[src/rtl/cpu_boot_ctrl_pkg.sv]
// Shared definitions for the CPU boot controller: state encoding, word widths
// and the register seed rule.
package cpu_boot_ctrl_pkg;

    localparam int unsigned WORD_W    = 32;
    localparam int unsigned RF_ADDR_W = 5;

    typedef enum logic [2:0] {
        BOOT_IDLE = 3'd0,
        BOOT_LOAD = 3'd1,
        BOOT_INIT = 3'd2,
        BOOT_RUN  = 3'd3,
        BOOT_HALT = 3'd4
    } boot_state_e;

    // Seed value for register idx: zero in mode 0, the index itself otherwise (R0 is 0 either way).
    function automatic logic [WORD_W-1:0] reg_seed(input logic mode_index,
                                                   input logic [RF_ADDR_W-1:0] idx);
        return mode_index ? WORD_W'(idx) : '0;
    endfunction

endpackage

[src/rtl/cpu_boot_ctrl.sv]
// Boot-and-run controller: streams the program into instruction memory, seeds the
// register file, then releases the CPU from reset for a bounded number of cycles.
module cpu_boot_ctrl
    import cpu_boot_ctrl_pkg::*;
#(
    parameter int unsigned IMEM_DEPTH    = 256,
    parameter int unsigned NUM_REGS      = 32,
    parameter int unsigned REG_INIT_MODE = 1,
    parameter int unsigned RUN_CYCLES    = 40,
    parameter int unsigned CNT_W         = 16,
    localparam int unsigned ADDR_W       = $clog2(IMEM_DEPTH)
) (
    input  logic                 clock,
    input  logic                 reset,
    input  logic                 start,
    input  logic                 load_valid,
    input  logic [WORD_W-1:0]    load_data,
    input  logic                 load_last,
    output logic                 load_ready,
    output logic                 imem_we,
    output logic [ADDR_W-1:0]    imem_addr,
    output logic [WORD_W-1:0]    imem_wdata,
    output logic                 rf_we,
    output logic [RF_ADDR_W-1:0] rf_waddr,
    output logic [WORD_W-1:0]    rf_wdata,
    input  logic                 halt_req,
    output logic                 cpu_reset,
    output logic                 running,
    output logic                 halted,
    output logic [CNT_W-1:0]     cycle_count
);

    boot_state_e          r_state;
    boot_state_e          w_state_nxt;
    logic [ADDR_W-1:0]    r_word_addr;
    logic [ADDR_W-1:0]    w_word_addr_nxt;
    logic [RF_ADDR_W-1:0] r_reg_idx;
    logic [RF_ADDR_W-1:0] w_reg_idx_nxt;
    logic [CNT_W-1:0]     r_cycle_count;
    logic [CNT_W-1:0]     w_cycle_count_nxt;
    logic [CNT_W-1:0]     w_cycle_inc;
    logic                 r_cpu_reset;

    assign w_cycle_inc = r_cycle_count + CNT_W'(1);

    // State and counter registers; CPU reset is low only while the next state is RUN.
    always_ff @(posedge clock) begin
        if (reset) begin
            r_state       <= BOOT_IDLE;
            r_word_addr   <= '0;
            r_reg_idx     <= '0;
            r_cycle_count <= '0;
            r_cpu_reset   <= 1'b1;
        end else begin
            r_state       <= w_state_nxt;
            r_word_addr   <= w_word_addr_nxt;
            r_reg_idx     <= w_reg_idx_nxt;
            r_cycle_count <= w_cycle_count_nxt;
            r_cpu_reset   <= (w_state_nxt != BOOT_RUN);
        end
    end

    // Next-state, counter updates and per-state strobes.
    always_comb begin
        w_state_nxt       = r_state;
        w_word_addr_nxt   = r_word_addr;
        w_reg_idx_nxt     = r_reg_idx;
        w_cycle_count_nxt = r_cycle_count;
        load_ready        = 1'b0;
        imem_we           = 1'b0;
        rf_we             = 1'b0;
        running           = 1'b0;
        halted            = 1'b0;

        unique case (r_state)
            BOOT_IDLE: begin
                if (start) begin
                    w_state_nxt       = BOOT_LOAD;
                    w_word_addr_nxt   = '0;
                    w_reg_idx_nxt     = '0;
                    w_cycle_count_nxt = '0;
                end
            end
            BOOT_LOAD: begin
                load_ready = 1'b1;
                if (load_valid) begin
                    imem_we         = 1'b1;
                    w_word_addr_nxt = r_word_addr + ADDR_W'(1);
                    // The word written at the top address fills memory and ends the load.
                    if (load_last || (r_word_addr == ADDR_W'(IMEM_DEPTH - 1))) begin
                        w_state_nxt   = BOOT_INIT;
                        w_reg_idx_nxt = '0;
                    end
                end
            end
            BOOT_INIT: begin
                rf_we         = 1'b1;
                w_reg_idx_nxt = r_reg_idx + RF_ADDR_W'(1);
                if (r_reg_idx == RF_ADDR_W'(NUM_REGS - 1)) begin
                    w_state_nxt       = BOOT_RUN;
                    w_cycle_count_nxt = '0;
                end
            end
            BOOT_RUN: begin
                running           = 1'b1;
                w_cycle_count_nxt = w_cycle_inc;
                if ((w_cycle_inc == CNT_W'(RUN_CYCLES)) || halt_req) begin
                    w_state_nxt = BOOT_HALT;
                end
            end
            BOOT_HALT: begin
                halted = 1'b1;
                if (start) begin
                    w_state_nxt       = BOOT_LOAD;
                    w_word_addr_nxt   = '0;
                    w_reg_idx_nxt     = '0;
                    w_cycle_count_nxt = '0;
                end
            end
            default: begin
                w_state_nxt = BOOT_IDLE;
            end
        endcase
    end

    assign imem_addr   = r_word_addr;
    assign imem_wdata  = load_data;
    assign rf_waddr    = r_reg_idx;
    assign rf_wdata    = reg_seed(REG_INIT_MODE != 0, r_reg_idx);
    assign cpu_reset   = r_cpu_reset;
    assign cycle_count = r_cycle_count;

endmodule

[config.mk]
export PLATFORM = sky130hd
export DESIGN_NAME = cpu_boot_ctrl
export DESIGN_NICKNAME = d
export VERILOG_FILES = /design/src/rtl/cpu_boot_ctrl_pkg.sv /design/src/rtl/cpu_boot_ctrl.sv
export SDC_FILE = /design/constraint.sdc
export NUM_CORES = 1
export LEC_CHECK = 0
export CAP_MARGIN = 25
export CORE_MARGIN = 1
export CORE_UTILIZATION = 38
export DETAILED_ROUTE_END_ITERATION = 16
export PLACE_DENSITY = 0.81
export SYNTH_ARGS = -nofsm -noshare
export SYNTH_HDL_FRONTEND = slang
export SYNTH_SLANG_ARGS = --single-unit
[constraint.sdc]
create_clock -name clock -period 2.36 [get_ports clock]
set_input_delay 0.472 -clock clock [delete_from_list [all_inputs] [get_ports clock]]
set_output_delay 0.472 -clock clock [all_outputs]
set_load 0.05 [all_outputs]
==> metrics.yaml <==
slew_violations: 0
period_share_pct: 94.03
final_core_util_pct: 45.29
finalHoldViolCount: 0
layout-drive-gt1-share_pct: 14.75
cts_buffers: 5
grt_pass1_vias: 1675
finalSetupViolCount: 0
cts_sinks: 33
h-tree-depth: 2
syn_area_per_cell_um2: 7.941
power_switching_share_pct: 27.53
cts_tree: "built"
worst_slew_pin_slew_ns: 0.5788
drv_cap: 0
rows: 28
post-cts-setup-buffers: 0
crit_fanout: 7
ys_seq_area_share_pct: 28.30
ir_worst_vdd_mv: 0.2738
endpoint_kind: "flip-flop"
crit_type: "reg -> reg"
setup_tns_ns: 0
intPower_mw: 1.031
finalNetCount: 347
crit_path_max_incr_delay_ns: 0.53
post-dp-hpwl_um: 3545
p_sw_mw: 0.3916
core_um2: 5921
synth_top_area_share_pct: 28.30
cts_root_buf: "clkbuf_8"
critPathLaunchType: "flip-flop"
skew_ns: 0.005282
grt_max_degree: 24
drc: 0
critPathCapture: "r_state[0]"
place_congestion: 0.8294
clkLatencyLatePin_ns: 0.28
slowest_stage: "or4_1"
p_seq_share_pct: 40.2
ff2ff_path_depth: 7
netlist_top_cells_area: "dfxtp_1 (28%), buf_4 (21%), nor2_1 (5.6%)"
area_growth_pct: 14.84
routedWlPerCell_um: 13.10
ys_types: 49
cts_buffer_depth: 2
cp-startpoint: "cycle_count[0]"
yosys_warnings: 0
num_vias: 1956
syn_area_um2: 2335
drt_iter0_markers: 67
die_x_um: 80.39
synth_commonest_cells: "buf_4 (66), nor2_1 (35), dfxtp_1 (33)"
clock.fmax_mhz: 450.6
worstPathRequired_ns: 2.52
antenna_cells: 0
synthArstFlopShare_pct: 0
rr_startpoint: "cycle_count[0]"
critPathArrivalTime_ns: 2.38
placed_area_um2: 2534
leakage_nw: 0.9897
timing.slew.headroom_pct: 61.12
total_power_mw: 1.423
rrSetupSlack_ns: 0.14
period_needed_ns: 2.219
synth_most_common_cell: "buf_4"
rsz0062_at_grt: "no"
path_cells: "ha_2 -> nand4_1 -> xor2_1 -> nand3_1 -> or4_1 -> o311ai_2 -> a31oi_1"
avgViaCountPerCell: 5.147
antenna_left: 0
r2r_end: "r_state[0]"
status: "finished, final reports clean"
hp-class: "reg -> reg"
pin_count: 137
grt_pass1_wl_um: 7928
antenna_found_initial: 0
fin_ws_ns: 0.1409
synth-edff-count: 0
postLayoutCellArea_um2: 2681
power_frac_comb_pct: 15.4
initial_utilization_pct: 39.43
yosys.area.top_type: "dfxtp_1"
clkTransAtPathRegs_ns: 0.07
powerDensity_nw_per_um2: 530.6
port_buffers: 45
routed_wl_um: 4979
grt.overflow.total: 0
firstDrtPassIters: 4
die-area_um2: 6462
synth-seq-cells: 33
clkPwrFrac_pct: 44.4
die-height_um: 80.39
place_worst_setup_slack_ns: 0.1207
syn_inst: 294
grt_use_total_pct: 15.69
yosys_most_used_dff: "dfxtp_1"
flip-flops by register name (all words and copies together), names as in the netlist:
register and flops:
rf_waddr 5, r_state 3, cycle_count 16, cpu_reset 1
imem_addr 8
final cells by class:
cell class / count / area (µm²)
Fill cell: 584 / 3239
Multi-Input combinational cell: 204 / 1222
Sequential cell: 33 / 670.6
Timing Repair Buffer: 56 / 545.5
Tap cell: 75 / 93.84
Clock buffer: 5 / 68.82
Clock inverter: 3 / 65.06
Inverter: 4 / 15.01
placed cells by master (no fill, tap or decap), drive strengths merged, types with 7 or more instances in the layout:
cell and count:
clkdlybuf4s50 40, nor2 36, dfxtp 33, conb 27, nand2 18, a21oi 16, buf 16, o21ai 10
xor2 9, nand4 9, a31oi 7, nor3 7, nand3 7
cell families (layout without fill, tap and decap cells):
| kind of cell | count (synthesis) | count (layout) | synth area share (%) |
|---|---|---|---|
| AO/OA/AOI/OAI | 48 | 48 | 12.92 |
| XOR/XNOR | 12 | 12 | 4.502 |
| adder cells (fa/ha/maj) | 5 | 5 | 2.680 |
| buffers and inverters | 83 | 68 | 24.60 |
| flip-flops | 33 | 33 | 28.30 |
| multiplexers | 5 | 5 | 2.197 |
| other | 1 | 27 | 0.1606 |
| AND/OR/NAND/NOR | 107 | 107 | 24.65 |
per-layer routing:
layer / vias up / GRT usage (%) / share of wire [%]
li1: 953 / - / -
met1: 913 / 19.55 / 44
met2: 82 / 25.59 / 47
met3: 8 / 5.000 / 8.4
met4: 0 / 4.643 / 0.56
met5: - / 0 / 0
power groups by stage:
stage	Sequential, mW	Clock [mW]	Combinational (mW)
2_1_floorplan	0.586	0	0.348
3_3_place_gp	0.583	0	0.216
3_5_place_dp	0.584	0	0.217
4_1_cts	0.571	0.647	0.219
5_1_grt	0.572	0.663	0.232
6_report	0.572	0.632	0.219
stage by stage:
stage / cells / hold WS [ns]
finish: 380 / 0.5381
detailed placement: 372 / 0.5296
global placement: 372 / 0.5125
floorplan: 320 / 0.5367
CTS: 380 / 0.5437
global route: 380 / 0.5722
worst max-delay path, delay by kind of cell, from the launching register on:
family	cells	cell delay (ns)
and+or+nand+nor	3	0.75
adders and majority gates	1	0.26
DFF	1	0.42
AOI/OAI and AO/OA	2	0.51
xor gates and xnor gates	1	0.15
worst min path at each step:
stage                               from        endpoint  slack [ns]  depth (start not counted)
after global routing        imem_addr[1]    imem_addr[1]        0.57                          2
after floorplan                    reset  cycle_count[4]        0.54                          1
final                       imem_addr[1]    imem_addr[1]        0.54                          2
after global placement      imem_addr[1]    imem_addr[1]        0.51                          2
after detailed placement  cycle_count[6]  cycle_count[6]        0.53                          1
after CTS                 cycle_count[6]  cycle_count[6]        0.54                          1
timing repair:
action	4_1_cts	5_1_grt
endpoints found under the setup margin	0	1
hold buffers	0	0
resized for setup	0	3
No activity file was read; power rests on OpenSTA's default activity.
